===== config.mk =====
export PLATFORM = sky130hd
export DESIGN_NAME = mult_ctrl_8x8
export DESIGN_NICKNAME = d
export VERILOG_FILES = /design/src/rtl/mult_ctrl_8x8.sv
export SDC_FILE = /design/constraint.sdc
export NUM_CORES = 1
export LEC_CHECK = 0
export CELL_PAD_IN_SITES_DETAIL_PLACEMENT = 1
export CELL_PAD_IN_SITES_GLOBAL_PLACEMENT = 2
export CORE_ASPECT_RATIO = 0.8
export CORE_MARGIN = 2
export CORE_UTILIZATION = 25
export CTS_CLUSTER_DIAMETER = 200
export DETAILED_ROUTE_END_ITERATION = 12
export GPL_ROUTABILITY_DRIVEN = 0
export PLACE_DENSITY = 0.8
export SYNTH_ARGS = -nofsm -noshare
export SYNTH_HDL_FRONTEND = slang
export SYNTH_SLANG_ARGS = --single-unit

===== constraint.sdc =====
create_clock -name Clk -period 2.5 [get_ports Clk]
set_clock_uncertainty 0.15 [all_clocks]
set_input_delay 0.5 -clock Clk [delete_from_list [all_inputs] [get_ports Clk]]
set_output_delay 0.5 -clock Clk [all_outputs]
set_load 0.03 [all_outputs]

===== src/rtl/mult_ctrl_8x8.sv =====
// Control unit and X/A/B/S registers for the signed shift-add multiplier; the adder is external.
// Optional build macro MULT_ADD_SKIP_EN: skip the ADD state when the multiplier bit is 0.
module mult_ctrl_8x8 #(
    parameter int unsigned WIDTH = 8
) (
    input  logic             Clk,
    input  logic             Reset,
    input  logic             Run,
    input  logic             ClearA_LoadB,
    input  logic [WIDTH-1:0] SW,
    output logic [WIDTH:0]   add_a,
    output logic [WIDTH:0]   add_sw,
    output logic             add_fn,
    input  logic [WIDTH:0]   add_s,
    output logic [WIDTH-1:0] Aval,
    output logic [WIDTH-1:0] Bval,
    output logic             Xval,
    output logic             done
);

    localparam int unsigned CW = (WIDTH > 1) ? $clog2(WIDTH) : 1;
    localparam logic [CW-1:0] LastCount = CW'(WIDTH - 1);

    typedef enum logic [1:0] {StIdle, StAdd, StShift, StDone} state_e;

    state_e           state_q;
    logic             x_q;
    logic [WIDTH-1:0] a_q;
    logic [WIDTH-1:0] b_q;
    logic [WIDTH-1:0] s_q;
    logic [CW-1:0]    count_q;
    logic             done_q;

    always_ff @(posedge Clk) begin
        if (Reset) begin
            state_q <= StIdle;
            x_q     <= 1'b0;
            a_q     <= '0;
            b_q     <= '0;
            s_q     <= '0;
            count_q <= '0;
            done_q  <= 1'b0;
        end else begin
            unique case (state_q)
                StIdle: begin
                    if (ClearA_LoadB) begin
                        x_q <= 1'b0;
                        a_q <= '0;
                        b_q <= SW;
                    end else if (Run) begin
                        x_q     <= 1'b0;
                        a_q     <= '0;
                        s_q     <= SW;
                        count_q <= '0;
`ifdef MULT_ADD_SKIP_EN
                        state_q <= b_q[0] ? StAdd : StShift;
`else
                        state_q <= StAdd;
`endif
                    end
                end
                StAdd: begin
                    if (b_q[0]) {x_q, a_q} <= add_s;
                    state_q <= StShift;
                end
                StShift: begin
                    // Arithmetic right shift of X:A:B; X keeps the sign.
                    a_q     <= {x_q, a_q[WIDTH-1:1]};
                    b_q     <= {a_q[0], b_q[WIDTH-1:1]};
                    count_q <= count_q + CW'(1);
                    if (count_q == LastCount) begin
                        state_q <= StDone;
                        done_q  <= 1'b1;
                    end
`ifdef MULT_ADD_SKIP_EN
                    // b_q[1] becomes the next multiplier bit after this shift.
                    else if (!b_q[1]) state_q <= StShift;
`endif
                    else state_q <= StAdd;
                end
                StDone: begin
                    if (!Run) begin
                        state_q <= StIdle;
                        done_q  <= 1'b0;
                    end
                end
                default: state_q <= StIdle;
            endcase
        end
    end

    // Last partial product carries the negative weight of the multiplier sign bit.
    assign add_fn = (state_q == StAdd) && (count_q == LastCount);
    assign add_a  = {a_q[WIDTH-1], a_q};
    assign add_sw = {s_q[WIDTH-1], s_q};
    assign Aval   = a_q;
    assign Bval   = b_q;
    assign Xval   = x_q;
    assign done   = done_q;

endmodule


==> flow_summary.json, run 1 <==
{
  "outcome": "finished, final reports clean",
  "grt_pass1_wl_mm": 7.14,
  "cts.clk_slew.worst_paths_ns": 0.07,
  "critPathMaxStageDelay_ns": 0.43,
  "synth_cell_types": 31,
  "hold_class": "register to register",
  "ir_drop_mv": 0.256,
  "critPathKind": "register to primary output",
  "required_ns": 1.85,
  "maxCapViolCount": 0,
  "arrival_ns": 1.61,
  "wl_mm": 4.40,
  "core_region_area_um2": 6310,
  "wire_per_inst_um": 14.3,
  "initial_utilization_pct": 25.5,
  "ys.flop_type": "dfxtp_1",
  "switchingPower_w": 0.000685,
  "cts-root-buf": "clkbuf_8",
  "ys_warn_count": 0,
  "p_per_area_nw_per_um2": 805,
  "cp_top_family": "buffers and inverters",
  "syn_area_um2": 1610,
  "cts_max_level": 2,
  "yosys.area.top_type_share_pct": 38.5,
  "syn_inst": 175,
  "timing.final.crit_share_pct": 90.4,
  "crit_chain": "inv_1 -> ha_1 -> and2_1 -> dlygate4sd2_1",
  "placementRows": 26,
  "pwr-share-comb_pct": 39.3,
  "pin_count": 58,
  "ant_nets": 0,
  "p_total_w": 0.00186,
  "track_usage_pct": 13.4,
  "fmax_mhz": 442,
  "synth_most_common_cell": "dfxtp_1",
  "synthAdderAreaFrac_pct": 6.99,
  "final_nets": 252,
  "synth_edf_count": 0,
  "grt_pass1_vias": 1452,
  "synthTopCellsByCount": "dfxtp_1, mux2i_1, nand2_1, nor2_1, buf_4",
  "synthSimpleGateAreaFrac_pct": 14.8,
  "numCtsBuffers": 5,
  "syn_nets": 205,
  "worstMarginPinSlew_ns": 0.604,
  "area_growth_pct": 43.0,
  "fill_cells": 736,
  "io_buffers": 57,
  "p_int_w": 0.00117,
  "cp_num_buf_inv": 2,
  "start_kind": "register",
  "yosys.area.top_type": "dfxtp_1",
  "slew-limit-headroom_pct": 59.7,
  "final_max_slew_viol_count": 0,
  "p_sw_share_pct": 36.9,
  "worst_path_max_delay_cell": "dfxtp_1",
  "pwr-share-clk_pct": 27.5,
  "synth_compound_area_share_pct": 14.4,
  "die_w_um": 93.8,
  "insertion_delay_ns": 0.29,
  "grt-ovfl-total": 0,
  "period_needed_ns": 2.26,
  "synth.avg_cell_area_um2": 9.21,
  "antenna_found_initial": 0,
  "power.leakage_nw": 0.861,
  "synth_top_family_by_area": "multiplexers",
  "synth-seq-cells": 31,
  "seqPwrFrac_pct": 33.2,
  "async_flop_share_pct": 0,
  "clockBufferDepth": 2,
  "end_kind": "primary output",
  "vias": 1414,
  "finalHoldViolCount": 0,
  "synthTopCellsByArea": "dfxtp_1, mux2i_1, ha_1",
  "finalSetupViolations": 0,
  "dr.pass1.iters": 4,
  "seq_area_frac_synth_pct": 38.5,
  "hpwl_mm": 3.25,
  "clock-sinks": 31,
  "tns_ns": 0,
  "drt_iter0_drc": 27,
  "final_layout_size_suffix_gt1_share_pct": 5.83,
  "die-area_um2": 7110,
  "crit_fanout": 5,
  "synth-xor-area-share_pct": 0,
  "rsz0062_at_grt": "no",
  "cts_tree": "yes",
  "n_antenna_cell": 0,
  "cts-hold-fix-buffers": 0,
  "routed_via_density": 4.61,
  "drc_errors": 0,
  "die_h_um": 75.8,
  "grt_max_degree": 19,
  "synthMuxAreaShare_pct": 15.6,
  "post_cts_buffers": 0
}
-- per-stage QoR --
| stage | cell area [um2] | hold slack, ns | instances | worst slack (ns) | util (%) |
|---|---|---|---|---|---|
| 2_1_floorplan | 1610 | 0.297 | 175 | 0.661 | - |
| 3_3_place_gp | 2190 | 0.309 | 299 | 0.237 | 34.8 |
| 3_5_place_dp | 2190 | 0.322 | 299 | 0.141 | 34.8 |
| 4_1_cts | 2300 | 0.333 | 307 | 0.235 | 36.5 |
| 5_1_grt | 2300 | 0.355 | 307 | 0.114 | 36.5 |
| 6_report | 2300 | 0.333 | 307 | 0.239 | 36.5 |
-- cells by family (layout without fill, tap and decap cells) --
kind of cell | after synthesis | after routing
flip-flops | 31 | 31
AND/OR/NAND/NOR | 53 | 53
multiplexers | 25 | 25
buffers and inverters | 26 | 74
adder cells (fa/ha/maj) | 9 | 9
AO/OA/AOI/OAI | 31 | 31
-- repair_timing --
action / CTS / global route
hold endpoints to repair: 0 / 0
endpoints found under the setup margin: 1 / 0
resized for setup: 1 / 0
-- final timing paths --
path                                 start          to  slack (ns)  depth (start not counted)
worst max-delay path            state_q[1]      add_fn        0.24                          4
worst min-delay path            count_q[2]  count_q[2]        0.33                          2
worst max register to register  state_q[1]     Aval[6]        0.28                          5
worst min register to register  count_q[2]  count_q[2]        0.33                          2
-- cell type report --
type	count	area [um2]	area share (%)
inverters	5	18.8	0.814
well taps	84	105	4.56
multi-input cells	118	836	36.3
clock buffers	5	68.8	2.99
clock inverters	3	43.8	1.90
repair buffers	61	612	26.5
flip-flops and latches	31	621	26.9
-- registers in the layout (all words and copies together) (netlist names) --
signal / flops
done: 1
s_q: 8
Aval: 8
state_q: 2
count_q: 3
Xval: 1
Bval: 8
-- tightest hold or removal path, stage by stage, from the launching register on --
cell and delay (ns):
dfxtp_1 0.32, nand3_1 0.06, a21oi_1 0.06
-- power by group through the flow --
stage	Sequential (W)	Combinational, W	Clock (W)
2_1_floorplan	0.000721	0.000414	0
3_3_place_gp	0.000628	0.000728	0
3_5_place_dp	0.000628	0.000736	0
4_1_cts	0.000618	0.000740	0.000523
5_1_grt	0.000628	0.000800	0.000548
6_report	0.000616	0.000729	0.000510
-- cells in the final DEF, fill, tap and decap left out, drive strengths merged, types with 2 or more instances in the layout --
master         count
a22o               8
o211ai             3
ha                 9
inv                5
nor2b              4
a211oi             8
dfxtp             31
nand3              5
buf                4
mux2i             24
clkinv             2
nor2              18
clkbuf             5
clkdlybuf4s50     56
nand2             19
a21oi              4
o21ai              3
-- routing by layer --
metal | vias up | GRT usage [%] | part of all wire [%] | routed length [um]
li1 | 691 | - | - | -
met1 | 679 | 16.7 | 47 | 2080
met2 | 37 | 20.8 | 44 | 1950
met3 | 7 | 5.24 | 6.7 | 296
met4 | 0 | 5.80 | 1.6 | 70
met5 | - | 0 | 0 | 0
Note: power is estimated with default switching activity, not from simulation.
==> run 2: changes to the inputs <==
==> config.mk (replaced) <==
export PLATFORM = sky130hd
export DESIGN_NAME = mult_ctrl_8x8
export DESIGN_NICKNAME = d
export VERILOG_FILES = /design/src/rtl/mult_ctrl_8x8.sv
export SDC_FILE = /design/constraint.sdc
export NUM_CORES = 1
export LEC_CHECK = 0
export ABC_AREA = 1
export CELL_PAD_IN_SITES_DETAIL_PLACEMENT = 1
export CELL_PAD_IN_SITES_GLOBAL_PLACEMENT = 2
export CORE_ASPECT_RATIO = 0.8
export CORE_UTILIZATION = 23
export CTS_CLUSTER_DIAMETER = 200
export DETAILED_ROUTE_END_ITERATION = 12
export GPL_ROUTABILITY_DRIVEN = 0
export PLACE_DENSITY = 0.81
export SYNTH_ARGS = -nofsm -noshare
export SYNTH_HDL_FRONTEND = slang
export SYNTH_SLANG_ARGS = --single-unit
==> flow_summary.json, run 2 <==
{
  "end_kind": "primary output",
  "track_usage_pct": 13.4,
  "cts_max_level": 2,
  "insertion_delay_ns": 0.29,
  "cp_top_family": "buffers and inverters",
  "async_flop_share_pct": 0,
  "timing.hold.ws_ns": 0.305,
  "finalHoldViolCount": 0,
  "crit_start": "state_q[1]",
  "power.leakage_nw": 1.10,
  "worst_path_max_delay_cell": "dlygate4sd2_1",
  "synth.avg_cell_area_um2": 6.62,
  "final_layout_size_suffix_gt1_share_pct": 7.14,
  "cts_tree": "yes",
  "io_buffers": 57,
  "synthMuxAreaShare_pct": 0,
  "drt_iter0_drc": 35,
  "cts-root-buf": "clkbuf_8",
  "layout_common_cells": "nand2_1, nor2_1, clkdlybuf4s50_1",
  "outcome": "finished, final reports clean",
  "required_ns": 1.85,
  "final_max_slew_viol_count": 0,
  "period_needed_ns": 2.26,
  "final_nets": 337,
  "ant_nets": 0,
  "grt_max_degree": 32,
  "die_w_um": 98.7,
  "cts-hold-fix-buffers": 0,
  "cp_num_buf_inv": 3,
  "synth_edf_count": 0,
  "min_from": "done",
  "crit_fanout": 7,
  "timing.rr.start": "state_q[0]",
  "fmax_mhz": 442,
  "synth-seq-cells": 31,
  "ys.flop_type": "dfxtp_1",
  "synth_most_common_cell": "nand2_1",
  "hold_class": "register to register",
  "pin_count": 58,
  "area_growth_pct": 39.6,
  "pre_cts_slack_ns": 0.261,
  "wire_per_inst_um": 12.6,
  "p_per_area_nw_per_um2": 1270,
  "cpMostUsedCell": "inv_1",
  "clock-sinks": 31,
  "start_kind": "register",
  "ctsResizeCount": 1,
  "rsz0062_at_grt": "no",
  "worstMarginPinSlew_ns": 0.426,
  "ys_warn_count": 0,
  "antenna_found_initial": 0,
  "maxCapViolCount": 0,
  "routed_via_density": 4.36,
  "syn_area_um2": 1720,
  "slew-limit-headroom_pct": 71.6,
  "synthAdderAreaFrac_pct": 6.55,
  "timing.final.crit_share_pct": 90.4,
  "synth_top_family_by_area": "simple AND/OR/NAND/NOR gates",
  "initial_utilization_pct": 24.4,
  "finalSetupViolations": 0,
  "synth-xor-area-share_pct": 0,
  "fin_util_pct": 34.0,
  "syn_nets": 290,
  "ir_drop_mv": 0.393,
  "instances_no_fill": 395,
  "yosys.area.top_type": "dfxtp_1",
  "tns_ns": 0,
  "die_h_um": 79.4,
  "clockBufferDepth": 2,
  "worst_slack_ns": 0.240,
  "final_common_cell": "nand2_1",
  "drc_errors": 0,
  "synth_compound_area_share_pct": 7.93,
  "placementRows": 27,
  "crit_chain": "inv_1 -> ha_1 -> nand2_1 -> inv_1 -> dlygate4sd2_1",
  "syn_inst": 260,
  "grt_pass1_wl_mm": 8.09,
  "place_inst": 387,
  "fill_cells": 893,
  "wl_mm": 4.96,
  "dr.pass1.iters": 4,
  "yosys.area.top_type_share_pct": 36.1,
  "hpwl_mm": 3.67,
  "core_region_area_um2": 7060,
  "cts.clk_slew.worst_paths_ns": 0.08,
  "synthTopCellsByCount": "nand2_1, nor2_1, dfxtp_1, o21ai_0, inv_1",
  "vias": 1722,
  "grt-ovfl-total": 0,
  "numCtsBuffers": 5,
  "synthTopCellsByArea": "dfxtp_1, nand2_1, nor2_1",
  "grt_pass1_vias": 1652,
  "die-area_um2": 7830,
  "post_cts_buffers": 0,
  "critPathKind": "register to primary output",
  "arrival_ns": 1.61,
  "n_antenna_cell": 0,
  "seq_area_frac_synth_pct": 36.1,
  "critPathMaxStageDelay_ns": 0.38,
  "synth_cell_types": 22,
  "synthSimpleGateAreaFrac_pct": 37.8
}
[run 2: stage by stage]
stage	instance area, um2	power, W
2_1_floorplan	1720	0.00199
3_3_place_gp	2290	0.00252
3_5_place_dp	2290	0.00255
4_1_cts	2400	0.00308
5_1_grt	2400	0.00328
6_report	2400	0.00304
[run 2: worst paths after layout]
check / endpoint / slack [ns] / cells past startpoint
max: add_fn / 0.24 / 5
min: done / 0.31 / 2
max reg2reg: Bval[1] / 0.59 / 7
min reg2reg: done / 0.31 / 2
[run 2: worst min-delay path: cells and delay by family (launching register included)]
kind / cells / cell delay (ns)
buffers and inverters: 1 / 0.05
flip-flops: 1 / 0.31
AO/OA/AOI/OAI: 1 / 0.05
[run 2: cell families (layout without fill, tap and decap cells)]
family / Yosys count / in the layout
flops: 31 / 31
buf+inv: 35 / 83
compound gates: 25 / 25
fa+ha+maj: 9 / 9
simple gates: 160 / 160
[run 2: metal layers]
layer | GRT usage, % | share of wire, %
met4 | 4.93 | 0.97
met5 | 0 | 0
met2 | 20.4 | 43
met1 | 18.4 | 52
met3 | 2.99 | 3.8
[run 2: report_power, final]
part           internal, W  total, W  switching [W]
combinational     0.000636   0.00171        0.00108
clock             0.000323  0.000529       0.000206
sequential        0.000657  0.000796       0.000139
total              0.00162   0.00304        0.00142
[run 2: cell type report]
cell class,instances,area (um2),area share (%)
Multi-Input combinational cell,194,900,37.4
Sequential cell,31,621,25.8
Timing Repair Buffer,60,592,24.6
Tap cell,87,109,4.53
Clock buffer,6,82.6,3.44
Inverter,15,63.8,2.66
Clock inverter,2,35.0,1.46
==> run 3: changes to the inputs <==
--- a/config.mk
+++ b/config.mk
@@ -17,3 +17,4 @@
 export SYNTH_ARGS = -nofsm -noshare
 export SYNTH_HDL_FRONTEND = slang
 export SYNTH_SLANG_ARGS = --single-unit
+export TNS_END_PERCENT = 20
==> results of run 3 <==
Same layout as run 2: the final DEF is identical, and so are final timing and power.
